`config.mk`:
```
export PLATFORM = sky130hd
export DESIGN_NAME = shifter_right_serial
export DESIGN_NICKNAME = d
export VERILOG_FILES = /design/src/rtl/shifter_right_serial.sv
export SDC_FILE = /design/constraint.sdc
export NUM_CORES = 1
export LEC_CHECK = 0
export CORE_UTILIZATION = 25
export DETAILED_ROUTE_END_ITERATION = 6
export GPL_TIMING_DRIVEN = 1
export PLACE_DENSITY_LB_ADDON = 0.12
export RECOVER_POWER = 50
export SLEW_MARGIN = 20
export SYNTH_ARGS = -nofsm -noshare
export SYNTH_HDL_FRONTEND = slang
export SYNTH_SLANG_ARGS = --single-unit
```
`constraint.sdc`:
```
create_clock -name i_clk -period 2.2 [get_ports i_clk]
set_clock_uncertainty 0.1 [all_clocks]
set_input_delay 0.55 -clock i_clk [delete_from_list [all_inputs] [get_ports i_clk]]
set_output_delay 0.55 -clock i_clk [all_outputs]
set_load 0.02 [all_outputs]
```
`src/rtl/shifter_right_serial.sv`:
```
// Serial arithmetic right shifter: one bit position per clock, shift amount
// saturated at N, negative shift amounts rejected with an error flag.
module shifter_right_serial #(
    parameter int N = 8
) (
    input  logic         i_clk,
    input  logic         i_rst,
    input  logic         i_start,
    input  logic [N-1:0] i_a,
    input  logic [N-1:0] i_b,
    output logic [N-1:0] o_out,
    output logic         o_ERR,
    output logic         o_busy,
    output logic         o_done
);

    localparam int CW = $clog2(N + 1);
    localparam logic [N-1:0]  N_LIM   = N'(N);
    localparam logic [CW-1:0] N_CNT   = CW'(N);
    localparam logic [CW-1:0] CNT_ONE = CW'(1);

    typedef enum logic [1:0] {
        IDLE  = 2'd0,
        SHIFT = 2'd1,
        DONE  = 2'd2
    } state_t;

    state_t        state_q, state_d;
    logic [N-1:0]  work_q, work_d;
    logic [N-1:0]  out_q, out_d;
    logic [CW-1:0] count_q, count_d;
    logic          err_q, err_d;
    logic [N-1:0]  work_shr;
    logic [CW-1:0] count_load;

    // One-position arithmetic shift: each bit takes its upper neighbour,
    // the sign bit replicates itself.
    generate
        for (genvar gi = 0; gi < N - 1; gi++) begin : g_shr
            assign work_shr[gi] = work_q[gi + 1];
        end
    endgenerate
    assign work_shr[N-1] = work_q[N-1];

    // Shifting N or more positions all give the same result, so the
    // counter only has to reach N.
    always_comb begin
        count_load = i_b[CW-1:0];
        if (i_b >= N_LIM) begin
            count_load = N_CNT;
        end
    end

    always_comb begin
        state_d = state_q;
        work_d  = work_q;
        count_d = count_q;
        out_d   = out_q;
        err_d   = err_q;
        case (state_q)
            IDLE: begin
                if (i_start) begin
                    if (i_b[N-1]) begin
                        err_d   = 1'b1;
                        out_d   = '0;
                        state_d = DONE;
                    end else begin
                        work_d  = i_a;
                        count_d = count_load;
                        err_d   = 1'b0;
                        state_d = SHIFT;
                    end
                end
            end
            SHIFT: begin
                if (count_q != '0) begin
                    work_d  = work_shr;
                    count_d = count_q - CNT_ONE;
                end else begin
                    out_d   = work_q;
                    state_d = DONE;
                end
            end
            DONE: begin
                state_d = IDLE;
            end
            default: begin
                state_d = IDLE;
            end
        endcase
    end

    always_ff @(posedge i_clk) begin
        if (i_rst) begin
            state_q <= IDLE;
            work_q  <= '0;
            count_q <= '0;
            out_q   <= '0;
            err_q   <= 1'b0;
        end else begin
            state_q <= state_d;
            work_q  <= work_d;
            count_q <= count_d;
            out_q   <= out_d;
            err_q   <= err_d;
        end
    end

    assign o_out  = out_q;
    assign o_ERR  = err_q;
    assign o_busy = (state_q != IDLE);
    assign o_done = (state_q == DONE);

endmodule

```
Word level (Yosys, flattened, before mapping)
Cells that the tools add are included.
{"block": "op_classes", "muxes": 18, "eq_ne": 7, "bitwise": 2, "n_reduce_logical": 9, "add_sub_neg": 1, "magnitude_cmp": 1}
{"operator": "8-bit two-way mux", "count": 5}
{"operator": "8-bit case mux with 2 select lines", "count": 2}
{"operator": "4-bit two-way mux", "count": 4}
{"operator": "4-bit AND reduction", "count": 3}
{"operator": "2-bit != test, second input constant", "count": 5}
{"operator": "8-bit by 4-bit greater-or-equal comparator with 1-bit output, second input constant", "count": 1}
{"operator": "4-bit case mux with 2 select lines", "count": 1}
{"operator": "7-bit two-way mux", "count": 1}
{"operator": "2-bit two-way mux", "count": 3}
{"operator": "2-bit case mux with 2 select lines", "count": 1}
{"operator": "2-bit AND reduction", "count": 2}
{"operator": "2-bit nonzero test", "count": 2}
{"operator": "4-bit nonzero test", "count": 1}
{"operator": "4-bit by 1-bit subtractor with 4-bit output, second input constant", "count": 1}
{"operator": "2-bit by 1-bit == test with 1-bit output, second input constant", "count": 1}
{"operator": "2-bit == test, second input constant", "count": 1}
{"operator": "2-bit logical NOT", "count": 1}
{"operator": "1-bit NOT", "count": 2}
{"operator": "1-bit two-way mux", "count": 1}
{"block": "word_totals", "reg_bits": 23, "elab_cells": 44, "inputBits": 19}

Depth between registers and ports, before layout
Gate-level depths: netlist of the first run.
{"block": "depth", "word_depth": 5, "depth_mapped": 8, "depth_no_buf": 6}

Worst setup path before layout of the first run
No wires, ideal clock.
{"block": "synth_timing", "kind": "reg-to-reg", "startpoint": "register count_q[0]", "endpoint": "register out_q[0], in the netlist o_out[0]", "required_ps": 1972, "setup_time_ps": 128, "path_slack_ps": 453, "path_stages_with_launch": 8, "synth_period_minus_slack_ps": 1747, "path_buffers": 1, "arrival_ps": 1520, "cell_sequence": "dfxtp_1 -> inv_1 -> ha_1 -> or3b_4 -> a211o_1 -> buf_2 -> a22oi_1 -> nor2_1"}
{"block": "synth_between", "elab_chain_len": 3}
{"element": "from (decl)", "line_no": "31", "source": "logic [CW-1:0] count_q, count_d;"}
{"element": "from (signal assigned)", "line_no": "103", "source": "count_q <= count_d;"}
{"element": "4-bit nonzero test", "line_no": "76", "source": "if (count_q != '0) begin"}
{"element": "2-bit != test (no source line)"}
{"element": "4-bit AND reduction (no source line)"}
{"element": "to (signal assigned)", "line_no": "104", "source": "out_q <= out_d;"}
{"element": "to (decl)", "line_no": "30", "source": "logic [N-1:0] out_q, out_d;"}
Every way passes these cells.
A chain may end at the register's enable or synchronous reset.

Final worst setup path of the first run
{"block": "layout_timing", "startpoint": "register state_q[0]", "endpoint": "output o_busy"}
{"block": "layout_between", "elab_chain_len": 1}
{"element": "from (decl)", "line_no": "28", "source": "state_t state_q, state_d;"}
{"element": "from (signal assigned)", "line_no": "101", "source": "state_q <= state_d;"}
{"element": "2-bit nonzero test", "line_no": "111", "source": "assign o_busy = (state_q != IDLE);"}
{"element": "to (decl)", "line_no": "13", "source": "output logic o_busy,"}
Every way passes these cells.

==> run_results.csv, run 1 <==
group,metric,value,unit
sta,min_period,2.084,ns
floorplanning,start_util,27.01,%
sta,final-setup-viol-count,0,
placed_design,pre_cts_ws,-0.06945,ns
setup_path,r2r_start,"count_q[0]",
setup_path,critPathMaxFanout,7,
clock_network,cts_hold_buf,0,
synthesis,avgSynthCellArea,8.856,um^2
global_routing,grt_usage,12.60,%
synthesis,yosys.area.top_type_share,45.21,%
sta,min_period_over_period,94.71,%
clock_network,cts_buffers,3,
setup_path,r2r-end,"o_out[5]",
power,powerDensity,634.0,nW/um^2
placed_design,gp_congestion,0.7338,
setup_path,start_kind,"register",
setup_path,endpoint_kind,"output port",
setup_path,reg2reg_slack,0.29,ns
layout,area_growth,43.12,%
drt,detail-route-antenna-nets,0,
floorplanning,dieHeight,65.83,um
clock_network,cts_tree,"built",
setup_path,worstPathCellList,"nor2_1, inv_1, clkdlybuf4s50_1",
synthesis,syn_inst,115,
power,worst_ir_drop_vdd,0.4586,mV
power,power_leakage,0.0005777,uW
hold_path,min_path_cells,2,
global_routing,grt_pass1_wl,4160,um
placed_design,portBuffers,29,
clock_network,clkTransAtPathRegs,0.08,ns
drt,first_pass_iters,3,
sta,slew_headroom,73.53,%
hold_path,worstHoldStart,"count_q[1]",
setup_path,max_stage_delay,0.59,ns
floorplanning,ios,30,
drt,wirelength,2440,um
placed_design,dp_hpwl,1795,um
layout,drive_gt1_share,13.16,%
drt,drt_iter0_drc,49,
clock_network,htree_levels,1,
synthesis,yosys_warnings,0,
sta,tightest_slew,0.3916,ns
sta,rsz0062_at_grt,"no",
synthesis,synth_fp_nets,135,
synthesis,yosysUniqueCellTypes,29,
synthesis,yosysSeqAreaShare,45.21,%
drt,vias,929,
setup_path,required,1.55,ns
drt,via_per_inst,4.645,
status,outcome,"finished clean",
synthesis,yosysTopAreaCell,"dfxtp_1",
sta,slew_viol_final,0,
clock_network,insertion_delay,0.26,ns
layout,multi_input_area,486.7,um^2
layout,nets,173,
hold_path,worst_hold_path_type,"register to register",
layout,register_area,461.7,um^2
floorplanning,dieArea,4333,um^2
job,drv_cap,0,
setup_path,critical_path_buf_inv_count,2,
setup_path,path_delay_family,"buffers and inverters",
layout,antenna_cells,0,
sta,hold_viol_final,0,
drt,remaining_drc_errors,0,
synthesis,synthTopCellsByArea,"dfxtp_1 45%, nor2_1 8.8%, a22oi_1 6.6%, a311oi_1 6.0%, nand2_1 5.5%",
global_routing,grt_max_degree,24,
setup_path,crit_type,"register to output port",
clock_network,clk_path_buf_depth,2,
setup_path,reg2regPathDepth,6,
sta,hold_ws,0.3893,ns
sta,fmax,479.9,MHz
clock_network,cts_root_buffer,"clkbuf_8",
global_routing,overflow,0,
setup_path,arrival,1.43,ns
global_routing,first_global_vias,977,
floorplanning,coreArea,3771,um^2
setup_path,critPathSlowestCell,"clkdlybuf4s50_1",
layout,nFillCells,390,
floorplanning,placementRows,22,
clock_network,numClockSinks,23,
synthesis,synth.cell_area,1018,um^2
sta,fin_ws,0.1164,ns
hold_path,min_to,"count_q[1]",
synthesis,ys_seq_elements,23,
global_routing,antenna_found_initial,0,
floorplanning,die_w,65.83,um
drt,avgRoutedWirePerCell,12.20,um
[state kept, by name, indices dropped and copies added (netlist names)]
name / count
o_out: 8
work_q: 8
o_ERR: 1
state_q: 2
count_q: 4
[cell usage in the layout (no fill, tap or decap), types with 2 or more instances in the layout]
| master | netlist | final |
|---|---|---|
| buf_4 | 0 | 10 |
| inv_1 | 4 | 4 |
| clkbuf_8 | 0 | 3 |
| mux2i_1 | 2 | 2 |
| nor2_1 | 24 | 24 |
| dfxtp_1 | 23 | 22 |
| o21ai_0 | 3 | 3 |
| nor4b_1 | 1 | 2 |
| a211oi_1 | 3 | 3 |
| clkdlybuf4s50_1 | 0 | 19 |
| nand2_1 | 15 | 15 |
| a21oi_1 | 3 | 3 |
| a311oi_1 | 7 | 7 |
| dlygate4sd3_1 | 0 | 10 |
| a22oi_1 | 9 | 9 |
[report_power, final]
part           leakage (uW)  internal [uW]  switching, uW
Sequential         0.000188            443           19.8
Combinational      0.000368            101           94.2
Clock             0.0000217            128            139
Total              0.000578            671            253
[cells in the mapped netlist]
| master | number |
|---|---|
| a211o_1 | 1 |
| a211oi_1 | 3 |
| a21o_1 | 1 |
| a21oi_1 | 3 |
| a221oi_2 | 1 |
| a22oi_1 | 9 |
| a311oi_1 | 7 |
| a31o_2 | 1 |
| and2b_1 | 1 |
| buf_2 | 2 |
| buf_6 | 1 |
| buf_8 | 1 |
| clkbuf_1 | 3 |
| dfxtp_1 | 23 |
| ha_1 | 1 |
| inv_1 | 4 |
| mux2i_1 | 2 |
| nand2_1 | 15 |
| nand2b_1 | 1 |
| nor2_1 | 24 |
| nor2b_1 | 1 |
| nor3_1 | 1 |
| nor3_4 | 1 |
| nor3b_1 | 1 |
| nor4b_1 | 1 |
| nor4b_2 | 1 |
| o21ai_0 | 3 |
| or3b_4 | 1 |
| or4_4 | 1 |
[metrics by stage]
step	std cells	setup TNS (ns)	instance area [um^2]	utilization, %	total power (uW)
2_1_floorplan	115	0	1018	-	585.1
4_1_cts	200	0	1465	38.85	948.2
5_1_grt	200	0	1458	38.65	977.9
6_report	200	0	1458	38.65	924.1
3_3_place_gp	196	-0.07875	1416	37.56	671.6
3_5_place_dp	196	-0.2074	1416	37.56	674.9
[how the worst max path moves through the flow]
stage / startpoint / cells past startpoint / to / slack, ns
after global placement: i_b[7] / 5 / count_q[2] / -0.04
after detailed placement: i_b[7] / 5 / count_q[2] / -0.07
after global routing: state_q[0] / 3 / o_busy / 0.02
final: state_q[0] / 3 / o_busy / 0.12
after CTS: state_q[1] / 2 / o_done / 0.05
after floorplan: count_q[0] / 7 / o_out[0] / 0.45
[routing by layer]
layer | GRT usage, % | share of wire [%]
met5 | 0 | 0
met4 | 3.261 | 0.57
met3 | 3.793 | 3.5
met2 | 22.58 | 49
met1 | 14.30 | 47
[worst reg2reg max path, delay by kind of cell, from the launching register on]
family,cells,cell delay [ns]
AND/OR/NAND/NOR,2,0.49
AO/OA/AOI/OAI,2,0.64
flip-flops,1,0.33
adder cells (fa/ha/maj),1,0.18
buffers and inverters,1,0.07
[area by class of cell]
type | count | share of cell area (%)
multi-input cells | 81 | 33.39
clock inverters | 1 | 0.5150
clock buffers | 3 | 2.833
inverters | 4 | 1.030
repair buffers | 40 | 26.44
well taps | 48 | 4.120
flip-flops and latches | 23 | 31.67
[cell families after synthesis]
group                    synth area share, %
AND/OR/NAND/NOR                        23.71
buffers and inverters                  6.142
AO/OA/AOI/OAI                          21.74
flip-flops                             45.21
multiplexers                           1.966
adder cells (fa/ha/maj)                1.228
[what timing repair did]
item,in CTS,in global routing
setup endpoints to repair,0,1
gates resized for setup,0,1
buffers inserted,0,0
No activity file was read; power rests on OpenSTA's default activity.
==> inputs of run 2 (changes only) <==
ABC_AREA = 1   (was unset)
TNS_END_PERCENT = 30   (was unset)
==> run 2 against run 1 <==
Effect of this change:
- register-to-register slack better by 0.22 ns
- via count up 16%
- final cell count up 17%
- sequential share of layout area is 0.38 points lower
- fmax hardly changed
- synthesized cell count rose by 35%
- cell area is 0.94% higher
- combinational power is 6% higher
- clock power about the same
- core utilization is 3.1 points lower
- critical endpoint unchanged
- largest power group unchanged
==> run_results.csv, run 2 <==
group,metric,value,unit
status,outcome,"finished clean",
sta,tns,0,ns
synthesis,synth-edff-count,0,
placed_design,placed_cells,230,
synthesis,avgSynthCellArea,7.176,um^2
layout,instances_no_fill,234,
power,p_comb_share,22.0,%
global_routing,first_global_vias,998,
synthesis,yosys_warnings,0,
floorplanning,ios,30,
drt,vias,1079,
layout,final_core_util,35.51,%
synthesis,ys_seq_elements,23,
floorplanning,start_util,26.84,%
sta,slew_headroom,77.01,%
sta,min_period_over_period,94.63,%
clock_network,cts_buffers,3,
power,powerDensity,636.4,nW/um^2
clock_network,cts_setup_buffers,0,
drt,route.met3.wl,111,um
sta,final-setup-viol-count,0,
floorplanning,placementRows,23,
clock_network,htree_levels,1,
job,drv_cap,0,
sta,hold_viol_final,0,
drt,remaining_drc_errors,0,
layout,layout_common_cells,"39 x nand2_1, 27 x clkdlybuf4s50_1, 24 x nor2_1, 23 x dfxtp_1",
setup_path,critPathMaxFanout,5,
synthesis,synth.cell_area,1112,um^2
synthesis,ys.flop_type,"dfxtp_1",
layout,final_cell_area,1471,um^2
global_routing,grt_pass1_wl,4609,um
synthesis,yosysUniqueCellTypes,22,
layout,drive_gt1_share,7.065,%
sta,rsz0062_at_grt,"no",
drt,via_per_inst,4.611,
placed_design,gp_congestion,0.7338,
sta,min_period,2.082,ns
synthesis,yosysSeqAreaShare,41.39,%
sta,slew_viol_final,0,
layout,final_common_cell,"nand2_1",
placed_design,placed_area,1429,um^2
clock_network,clk_path_buf_depth,2,
synthesis,yosysTopAreaCell,"dfxtp_1",
sta,fmax,480.3,MHz
synthesis,yosys.area.top_type_share,41.39,%
clock_network,cts_root_buffer,"clkbuf_8",
clock_network,insertion_delay,0.26,ns
global_routing,grt_usage,13.37,%
global_routing,grt_max_degree,20,
synthesis,yosysMostFrequentCell,"nand2_1",
floorplanning,dieHeight,68.70,um
clock_network,cts_hold_buf,0,
power,total_power,936.5,uW
power,power_leakage,0.0006347,uW
power,power_frac_clock,28.2,%
drt,detail-route-antenna-nets,0,
setup_path,endpoint_kind,"output port",
clock_network,cts_tree,"built",
power,intPower,660.1,uW
drt,drt_iter0_drc,53,
power,worst_ir_drop_vdd,0.2536,mV
setup_path,crit_type,"register to output port",
global_routing,antenna_found_initial,0,
synthesis,syn_inst,155,
layout,nets,205,
hold_path,worst_hold_path_type,"register to register",
power,p_switching,276.4,uW
global_routing,overflow,0,
placed_design,dp_hpwl,2019,um
power,netSwitchingFraction,29.52,%
synthesis,async_flop_share,0,%
power,p_seq_share,49.8,%
clock_network,numClockSinks,23,
drt,first_pass_iters,4,
synthesis,synthTopCellsByArea,"dfxtp_1 41%, nand2_1 13%, nor2_1 8.1%, a21oi_1 5.4%, o21ai_0 5.4%",
floorplanning,die_w,68.70,um
drt,wirelength,2770,um
sta,tightest_slew,0.3445,ns
synthesis,synth_commonest_cells,"39 x nand2_1, 24 x nor2_1, 23 x dfxtp_1",
floorplanning,coreArea,4144,um^2
drt,top_layer,"met4",
drt,wl_met1,1333,um
setup_path,arrival,1.43,ns
clock_network,clkTransAtPathRegs,0.08,ns
layout,nFillCells,438,
setup_path,required,1.55,ns
setup_path,start_kind,"register",
placed_design,portBuffers,29,
floorplanning,dieArea,4720,um^2
layout,area_growth,32.28,%
drt,avgRoutedWirePerCell,11.84,um
drt,routed-wl-met2,1296,um
synthesis,synth_fp_nets,175,
layout,antenna_cells,0,
-- run 2: cell count changes after synthesis, sizes merged, moves of 3 or more --
cell and change:
a211oi -3, a21oi +9, a22oi -9, a311oi -7, inv +9, nand2 +28, nand3 +9, nand4 +9
o21ai +9
-- run 2: critical path: stages (launching register included) --
cell and delay [ns]:
dfxtp_1 0.44, nor2_4 0.08, inv_1 0.05, clkdlybuf4s50_1 0.58
-- run 2: area by class of cell --
| cell class | instances | area (um^2) | area share (%) |
|---|---|---|---|
| Sequential cell | 23 | 460.4 | 31.29 |
| Multi-Input combinational cell | 114 | 549.3 | 37.33 |
| Timing Repair Buffer | 30 | 300.3 | 20.41 |
| Tap cell | 50 | 62.56 | 4.252 |
| Clock buffer | 4 | 45.04 | 3.061 |
| Inverter | 13 | 53.80 | 3.656 |
-- run 2: worst paths after layout --
check | startpoint | end | slack (ns) | cells after the start
worst max-delay path | state_q[0] | o_busy | 0.12 | 3
worst min-delay path | o_out[7] | o_out[7] | 0.37 | 2
worst max register to register | state_q[1] | count_q[3] | 0.51 | 8
worst min register to register | o_out[7] | o_out[7] | 0.37 | 2
-- run 2: layer usage --
metal / GRT usage (%) / vias up
li1: - / 566
met1: 16.98 / 491
met2: 21.81 / 18
met3: 3.947 / 4
met4: 3.827 / 0
met5: 0 / -
-- run 2: what timing repair did --
action                     in CTS  in global routing
gates resized for setup         0                  2
setup endpoints to repair       0                  1
hold endpoints to repair        0                  0
-- run 2: kinds of logic (layout without fill, tap and decap cells) --
family                   after synthesis  count (layout)  synth area share, %
AO/OA/AOI/OAI                         25              25                11.36
adder cells (fa/ha/maj)                1               1                1.125
buffers and inverters                 18              47                8.774
flip-flops                            23              23                41.39
AND/OR/NAND/NOR                       88              88                37.35
-- run 2: metrics by stage --
| stage | hold slack (ns) | setup WS [ns] |
|---|---|---|
| CTS | 0.3693 | 0.08003 |
| detailed placement | 0.3582 | 0.1632 |
| floorplan | 0.3552 | 0.8133 |
| global placement | 0.3533 | 0.1856 |
| finish | 0.3657 | 0.1182 |
| global route | 0.3853 | 0.03272 |
-- run 2: power groups by stage --
| stage | Clock, uW | Combinational, uW | Sequential (uW) |
|---|---|---|---|
| 4_1_cts | 272 | 210 | 466 |
| 5_1_grt | 292 | 235 | 470 |
| 3_3_place_gp | 0 | 206 | 475 |
| 3_5_place_dp | 0 | 209 | 475 |
| 2_1_floorplan | 0 | 134 | 474 |
| 6_report | 264 | 206 | 466 |
